File: src/rtl/glitc_clock_phase_scan.sv
// GLITC clock-path IDELAY phase scan: sweeps every tap per channel,
// majority-votes the clock sample, and centres the delay on the first edge.
module glitc_clock_phase_scan #(
  parameter int NUM_CHANNELS  = 4,
  parameter int CHAN_BITS     = 2,
  parameter int TAP_BITS      = 5,
  parameter int SETTLE_CYCLES = 8,
  parameter int SAMPLE_BITS   = 6,
  parameter int CENTER_OFFSET = 16
) (
  input  logic                         clk_i,
  input  logic                         rst_n_i,
  input  logic                         start_i,
  input  logic [NUM_CHANNELS-1:0]      chan_mask_i,
  input  logic [NUM_CHANNELS-1:0]      sample_i,
  output logic [NUM_CHANNELS*TAP_BITS-1:0] delay_o,
  output logic [NUM_CHANNELS-1:0]      load_o,
  output logic                         busy_o,
  output logic                         done_o,
  output logic [NUM_CHANNELS-1:0]      edge_found_o,
  output logic [CHAN_BITS-1:0]         scan_chan_o
);

  localparam int SET_W  = $clog2(SETTLE_CYCLES + 1);
  localparam int HALF_I = 1 << (SAMPLE_BITS - 1);

  localparam logic [SET_W-1:0] SET_LAST =
    SET_W'(SETTLE_CYCLES - 1);
  localparam logic [SAMPLE_BITS:0] HALF =
    (SAMPLE_BITS + 1)'(HALF_I);
  localparam logic [TAP_BITS-1:0] TAP_MAX = '1;
  localparam logic [TAP_BITS-1:0] OFFSET =
    TAP_BITS'(CENTER_OFFSET);

  typedef enum logic [2:0] {
    IDLE, SELECT, LOAD, SETTLE,
    ACCUM, EVAL, APPLY, FINISH
  } state_t;

  state_t                            state;
  logic [NUM_CHANNELS-1:0]           pending;
  logic [NUM_CHANNELS-1:0][TAP_BITS-1:0] delay_q;
  logic [NUM_CHANNELS-1:0]           load_q;
  logic [NUM_CHANNELS-1:0]           found_q;
  logic [CHAN_BITS-1:0]              chan_q;
  logic                              busy_q;
  logic                              done_q;
  logic [TAP_BITS-1:0]               tap;
  logic [TAP_BITS-1:0]               edge_tap;
  logic                              edge_seen;
  logic                              prev_cls;
  logic [SET_W-1:0]                  settle_cnt;
  logic [SAMPLE_BITS-1:0]            smp_cnt;
  logic [SAMPLE_BITS:0]              acc;

  logic                              cls;
  logic                              hit;
  logic [TAP_BITS-1:0]               edge_val;
  logic [CHAN_BITS-1:0]              next_chan;
  logic [NUM_CHANNELS-1:0]           cur_hot;
  logic [NUM_CHANNELS-1:0]           next_hot;

  function automatic logic [CHAN_BITS-1:0] first_chan(
    input logic [NUM_CHANNELS-1:0] m
  );
    first_chan = '0;
    for (int i = NUM_CHANNELS - 1; i >= 0; i--)
      if (m[i]) first_chan = CHAN_BITS'(i);
  endfunction

  assign cls       = (acc >= HALF);
  assign hit       = (tap != '0) && (cls != prev_cls) && !edge_seen;
  assign edge_val  = hit ? tap : edge_tap;
  assign next_chan = first_chan(pending);
  assign cur_hot   = NUM_CHANNELS'(1) << chan_q;
  assign next_hot  = NUM_CHANNELS'(1) << next_chan;

  always_ff @(posedge clk_i or negedge rst_n_i) begin
    if (!rst_n_i) begin
      state      <= IDLE;
      pending    <= '0;
      delay_q    <= '0;
      load_q     <= '0;
      found_q    <= '0;
      chan_q     <= '0;
      busy_q     <= 1'b0;
      done_q     <= 1'b0;
      tap        <= '0;
      edge_tap   <= '0;
      edge_seen  <= 1'b0;
      prev_cls   <= 1'b0;
      settle_cnt <= '0;
      smp_cnt    <= '0;
      acc        <= '0;
    end else begin
      unique case (state)
        IDLE: begin
          load_q <= '0;
          done_q <= 1'b0;
          if (start_i) begin
            pending <= chan_mask_i;
            busy_q  <= 1'b1;
            state   <= SELECT;
          end
        end
        SELECT: begin
          if (pending != '0) begin
            chan_q             <= next_chan;
            pending[next_chan] <= 1'b0;
            found_q[next_chan] <= 1'b0;
            delay_q[next_chan] <= '0;
            load_q             <= next_hot;
            tap                <= '0;
            edge_seen          <= 1'b0;
            acc                <= '0;
            state              <= LOAD;
          end else begin
            done_q <= 1'b1;
            state  <= FINISH;
          end
        end
        LOAD: begin
          load_q     <= '0;
          settle_cnt <= '0;
          state      <= SETTLE;
        end
        SETTLE: begin
          if (settle_cnt == SET_LAST) begin
            smp_cnt <= '0;
            state   <= ACCUM;
          end else begin
            settle_cnt <= settle_cnt + 1'b1;
          end
        end
        ACCUM: begin
          acc     <= acc + {{SAMPLE_BITS{1'b0}}, sample_i[chan_q]};
          smp_cnt <= smp_cnt + 1'b1;
          if (smp_cnt == '1) state <= EVAL;
        end
        EVAL: begin
          if (hit) begin
            edge_seen <= 1'b1;
            edge_tap  <= tap;
          end
          prev_cls <= cls;
          acc      <= '0;
          load_q   <= cur_hot;
          if (tap == TAP_MAX) begin
            // edge may be recorded on this very tap, so use hit directly
            if (edge_seen || hit) begin
              delay_q[chan_q] <= edge_val + OFFSET;
              found_q[chan_q] <= 1'b1;
            end else begin
              delay_q[chan_q] <= '0;
              found_q[chan_q] <= 1'b0;
            end
            state <= APPLY;
          end else begin
            tap             <= tap + 1'b1;
            delay_q[chan_q] <= tap + 1'b1;
            state           <= LOAD;
          end
        end
        APPLY: begin
          load_q <= '0;
          state  <= SELECT;
        end
        FINISH: begin
          done_q <= 1'b0;
          busy_q <= 1'b0;
          state  <= IDLE;
        end
        default: state <= IDLE;
      endcase
    end
  end

  assign delay_o      = delay_q;
  assign load_o       = load_q;
  assign busy_o       = busy_q;
  assign done_o       = done_q;
  assign edge_found_o = found_q;
  assign scan_chan_o  = chan_q;

endmodule

File: config.mk
export PLATFORM = sky130hd
export DESIGN_NAME = glitc_clock_phase_scan
export DESIGN_NICKNAME = d
export VERILOG_FILES = /design/src/rtl/glitc_clock_phase_scan.sv
export SDC_FILE = /design/constraint.sdc
export NUM_CORES = 1
export LEC_CHECK = 0
export CORE_ASPECT_RATIO = 1.5
export CORE_UTILIZATION = 45
export DETAILED_ROUTE_END_ITERATION = 7
export PLACE_DENSITY = 0.69
export SKIP_LAST_GASP = 1
export SYNTH_ARGS = -nofsm -noshare
export SYNTH_HDL_FRONTEND = slang
export SYNTH_SLANG_ARGS = --single-unit
File: constraint.sdc
create_clock -name clk_i -period 2.2 [get_ports clk_i]
set_clock_uncertainty 0.1 [all_clocks]
set_input_delay 0.66 -clock clk_i [delete_from_list [all_inputs] [get_ports clk_i]]
set_output_delay 0.66 -clock clk_i [all_outputs]
set_load 0.02 [all_outputs]
=== After elaboration in Yosys (flattened, before gate mapping) ===
Cells that the tools add are included.
W data, S select, Z words.

* Register bits after elaboration: 68
* Bits in latches: 0
* Bits in writable memories: 0
* ROM bits: 0
* Input port bits: 11
* Memories kept: 0

* $add $sub $neg: 5
* Multipliers: 0
* Div/mod/pow operators: 0
* Order comparisons: 5
* Equality and inequality tests: 20
* Shift-type cells: 2
* Multiplexer cells: 52
* Bitwise gates (word level): 10
* Reductions and logical operators: 32

{| class="wikitable"
|+ Operators by type and width
! kind !! count
|-
| $mux W20 || 3
|-
| $and A20 B20 Y20 || 2
|-
| $bwmux W20 || 2
|-
| $not A20 Y20 || 2
|-
| $pmux W20 S2 || 1
|-
| $mux W4 || 7
|-
| $mux W5 || 5
|-
| $pmux W3 S8 || 1
|-
| $pmux W4 S2 || 3
|-
| $pmux W7 S3 || 1
|-
| $demux W5 S2 || 2
|-
| $ne A2 B2 Y1 const B || 9
|-
| $reduce_and A2 Y1 || 8
|-
| $mux W3 || 5
|-
| $reduce_and A3 Y1 || 5
|-
| $and A4 B4 Y4 || 3
|-
| $eq A3 B3 Y1 const B || 4
|-
| $pmux W4 S3 || 1
|-
| $pmux W6 S2 || 1
|-
| $reduce_bool A2 Y1 || 6
|-
| $pmux W5 S2 || 1
|-
| $mux W2 || 4
|-
| $not A4 Y4 || 2
|-
| $shl A1 B2 Y4 const A || 2
|-
| other kinds (30) || 46
|}

=== Logic depth before layout (Yosys ltp) ===
* Depth after elaboration: 12
* Depth in mapped cells: 8
* Gate-level depth less buffers: 7

=== Worst setup path after synthesis ===
No wires, ideal clock.

* Path type: flip-flop to flip-flop
* From: reg chan_q[0] (netlist: scan_chan_o[0])
* To: reg acc[6]
* Setup time: 131 ps
* Arrival: 2085 ps
* Path slack: -116 ps
* Stages on the path, launching flop included: 9
* Cells stage by stage: dfrtp_1 clkbuf_1 mux4_2 ha_1 ha_1 and4_1 nand2_1 or3_1 a21oi_1

* Word-level cells in the longest chain between the ends: 4

{| class="wikitable"
|+ Ends and longest elaborated chain
! what !! RTL line !! text
|-
| start, declared || 45 || <nowiki>logic [CHAN_BITS-1:0] chan_q;</nowiki>
|-
| start signal, assigned || 108 || <nowiki>chan_q <= next_chan;</nowiki>
|-
| $bmux W1 S2 || 136 || <nowiki>acc <= acc + {{SAMPLE_BITS{1'b0}}, sample_i[chan_q]};</nowiki>
|-
| $mux W1 (implied by the code) || 136 ||
|-
| $add A7 B1 Y7 || 136 ||
|-
| $pmux W7 S3 || 96 || <nowiki>unique case (state)</nowiki>
|-
| end signal, assigned || 136 ||
|-
| end, declared || 54 || <nowiki>logic [SAMPLE_BITS:0] acc;</nowiki>
|}

No other way between the ends. The select of a mux whose other input is x is not followed.
A chain may end at the register's enable or synchronous reset.

=== Worst setup path after layout ===
* From: in sample_i[3]
* To: reg acc[6]

* Word-level cells in the longest chain between the ends: 4

{| class="wikitable"
|+ Ends and longest elaborated chain
! what !! RTL line !! text
|-
| start, declared || 15 || <nowiki>input logic [NUM_CHANNELS-1:0] sample_i,</nowiki>
|-
| $bmux W1 S2 || 136 ||
|-
| $mux W1 (implied by the code) || 136 ||
|-
| $add A7 B1 Y7 || 136 ||
|-
| $pmux W7 S3 || 96 ||
|}

No other way between the ends. The select of a mux whose other input is x is not followed.

==> out/summary.txt <==
Post-DP HPWL: 6690 µm
Tcrit/Tclk final: 101%
CP max FO: 3
cell count of the worst reg-to-reg path: 7
count leader, synth: dfrtp_1
initial antenna violation count: 0
Top Ports: 43
Num CTS Buffers: 9
worst path required time: 2.31 ns
Power Dens Cells: 1310 nW/µm²
total power: 6.05 mW
H-tree depth: 3
top-area cell type share of the netlist area: 48.7%
DRT antenna net count: 0
Initial Utilization: 46.2%
biggest area consumer among synthesized cells: dfrtp_1
post-synthesis register bit count: 68
Final Wtd Congestion: 0.867
Clock Sink Count: 68
Layout Nets: 448
Gate Count Post-Synth: 358
top_reg_cell synth: dfrtp_1
# rows: 39
f_max: 450 MHz
Yosys Warn Count: 0
status: finished with violations
sequential fraction of the synthesis area: 48.7%
synth cell count leaders: dfrtp_1, nand2_1, o21ai_0, nor2_1
Reg2Reg Setup Slack: 0.09 ns
Hold Vio Cnt, Final: 0
final core utilization: 61.3%
drt wl/cell: 17.5 µm
Die H: 110 µm
DRT iter0 DRCs: 221
first-pass GRT wire length: 15300 µm
pin count of the biggest net entering global routing: 69
Post-Syn Area per Cell: 9.77 µm²
number of I/O port buffers: 42
Slew headroom: 61.6%
unrepaired setup endpoints after global routing: true
mapped cell area: 3500 µm²
synthesis-to-finish area growth: 32.6%
Clock Path Buffers: 2
die area: 8140 µm²
crit path DAT: 2.33 ns
Static Leak: 2.02 nW
Worst R2R End: delay_o[14]
TritonRoute pass-1 iters: 4
FF-to-FF Start: tap[1]
VDD IR max: 830 µV
setup ws final: -0.0230 ns
Tot GR Track Use: 25.5%
nature of the critical path endpoint: flop
WHS: 0.248 ns
final WL: 9380 µm
Worst Path Class, Setup: in2reg
number of enable flip-flop cells after synthesis: 0
fin crit period: 2.22 ns
Post-Syn Nets: 376
Clk pin slew, worst setup/hold paths: 0.05 ns
CTS root buffer: clkbuf_16
final slew viol count: 0
ys async rst share: 100%
DRC Markers: 0
failing checks: negative setup slack
Clk Latency, worst-skew pair: 0.34 ns
Max-Cap Viols: 0
ANT cells: 0
Hold Crit Class: in2async
CTS tree: done
vias: 3149
share of layout cells above drive strength 1: 17.7%
pre-CTS setup slack: -0.428 ns
Critical Path Source Type: primary input
final setup fails: 1
ranking of synthesized cells by area: dfrtp_1, o21ai_0, nand2_1
core box area: 7560 µm²
total gr overflow: 0
synth unique cells: 58
cts hold-fix bufs: 0
vias in the first global route: 3160
routed vias/inst: 5.86
Least-Margin Pin Slew: 0.575 ns
die width: 74.0 µm
-- worst max-delay path by stage --
stage,startpoint,to,slack [ns],depth (start not counted)
final,sample_i[3],acc[6],-0.02,8
after global routing,sample_i[3],acc[6],-0.08,8
after CTS,sample_i[3],acc[6],0.006,8
after detailed placement,sample_i[3],acc[6],-0.43,8
after global placement,sample_i[3],acc[6],-0.40,8
after floorplan,tap[0],edge_tap[0],0.02,7
-- through the flow --
stage / setup TNS, ns / cells / area, µm²
finish: -0.0230 / 537 / 4640
global route: -0.261 / 537 / 4640
CTS: 0 / 536 / 4570
detailed placement: -1.83 / 519 / 4240
global placement: -1.55 / 519 / 4240
floorplan: 0 / 358 / 3500
-- cell type report --
type / count / area [µm²]
Clock buffer: 12 / 256
Clock inverter: 4 / 47.5
Fill cell: 651 / 2930
Inverter: 16 / 60.1
Multi-Input combinational cell: 257 / 1740
Sequential cell: 68 / 1700
Tap cell: 102 / 128
Timing Repair Buffer: 78 / 698
-- registers in the layout (all words and copies together) (netlist names), 4 cells and up, named ones only --
| register | flops |
|---|---|
| delay_o | 20 |
| edge_tap | 5 |
| pending | 4 |
| smp_cnt | 6 |
| acc | 7 |
| settle_cnt | 4 |
| load_o | 4 |
| tap | 5 |
-- timing repair --
action | CTS | global route
cloned | 0 | 0
pin swaps | 2 | 5
resized for setup | 7 | 13
endpoints found under the setup margin | 3 | 28
buffers inserted | 1 | 1
-- critical path: stages --
cell	delay, ns
clkdlybuf4s50_1	0.39
mux4_2	0.50
ha_4	0.19
ha_4	0.16
and4_1	0.19
nand2_1	0.08
or3_4	0.12
a21oi_2	0.04
-- power breakdown --
| part | internal, mW | switching (mW) |
|---|---|---|
| clock network | 0.935 | 0.532 |
| registers | 1.58 | 0.392 |
| logic | 1.16 | 1.46 |
-- kinds of logic after synthesis --
family / Yosys count / synth area share, %
flops: 68 / 48.7
xor+xnor: 6 / 1.50
fa+ha+maj: 7 / 2.50
mux: 11 / 3.69
buf+inv: 33 / 3.69
simple gates: 128 / 20.1
compound gates: 105 / 19.8
-- routing by layer --
layer	vias to the layer above	GRT usage [%]	share of wire [%]
li1	1473	-	-
met2	79	44.7	54
met5	-	0	0
met4	0	12.5	2.8
met1	1574	28.9	40
met3	23	5.41	3.4
-- cell usage in the layout, fill, tap and decap left out, types with 6 or more instances in the layout --
cell             count
dfrtp_1             66
nand2_1             44
clkdlybuf4s50_1     38
o21ai_0             36
buf_4               35
nor2_1              17
inv_1               16
nand3_1             14
a21oi_1             12
o221ai_1            11
clkbuf_16            9
nor2b_1              7
a32oi_1              6
Power figures use the tool's default switching activity.
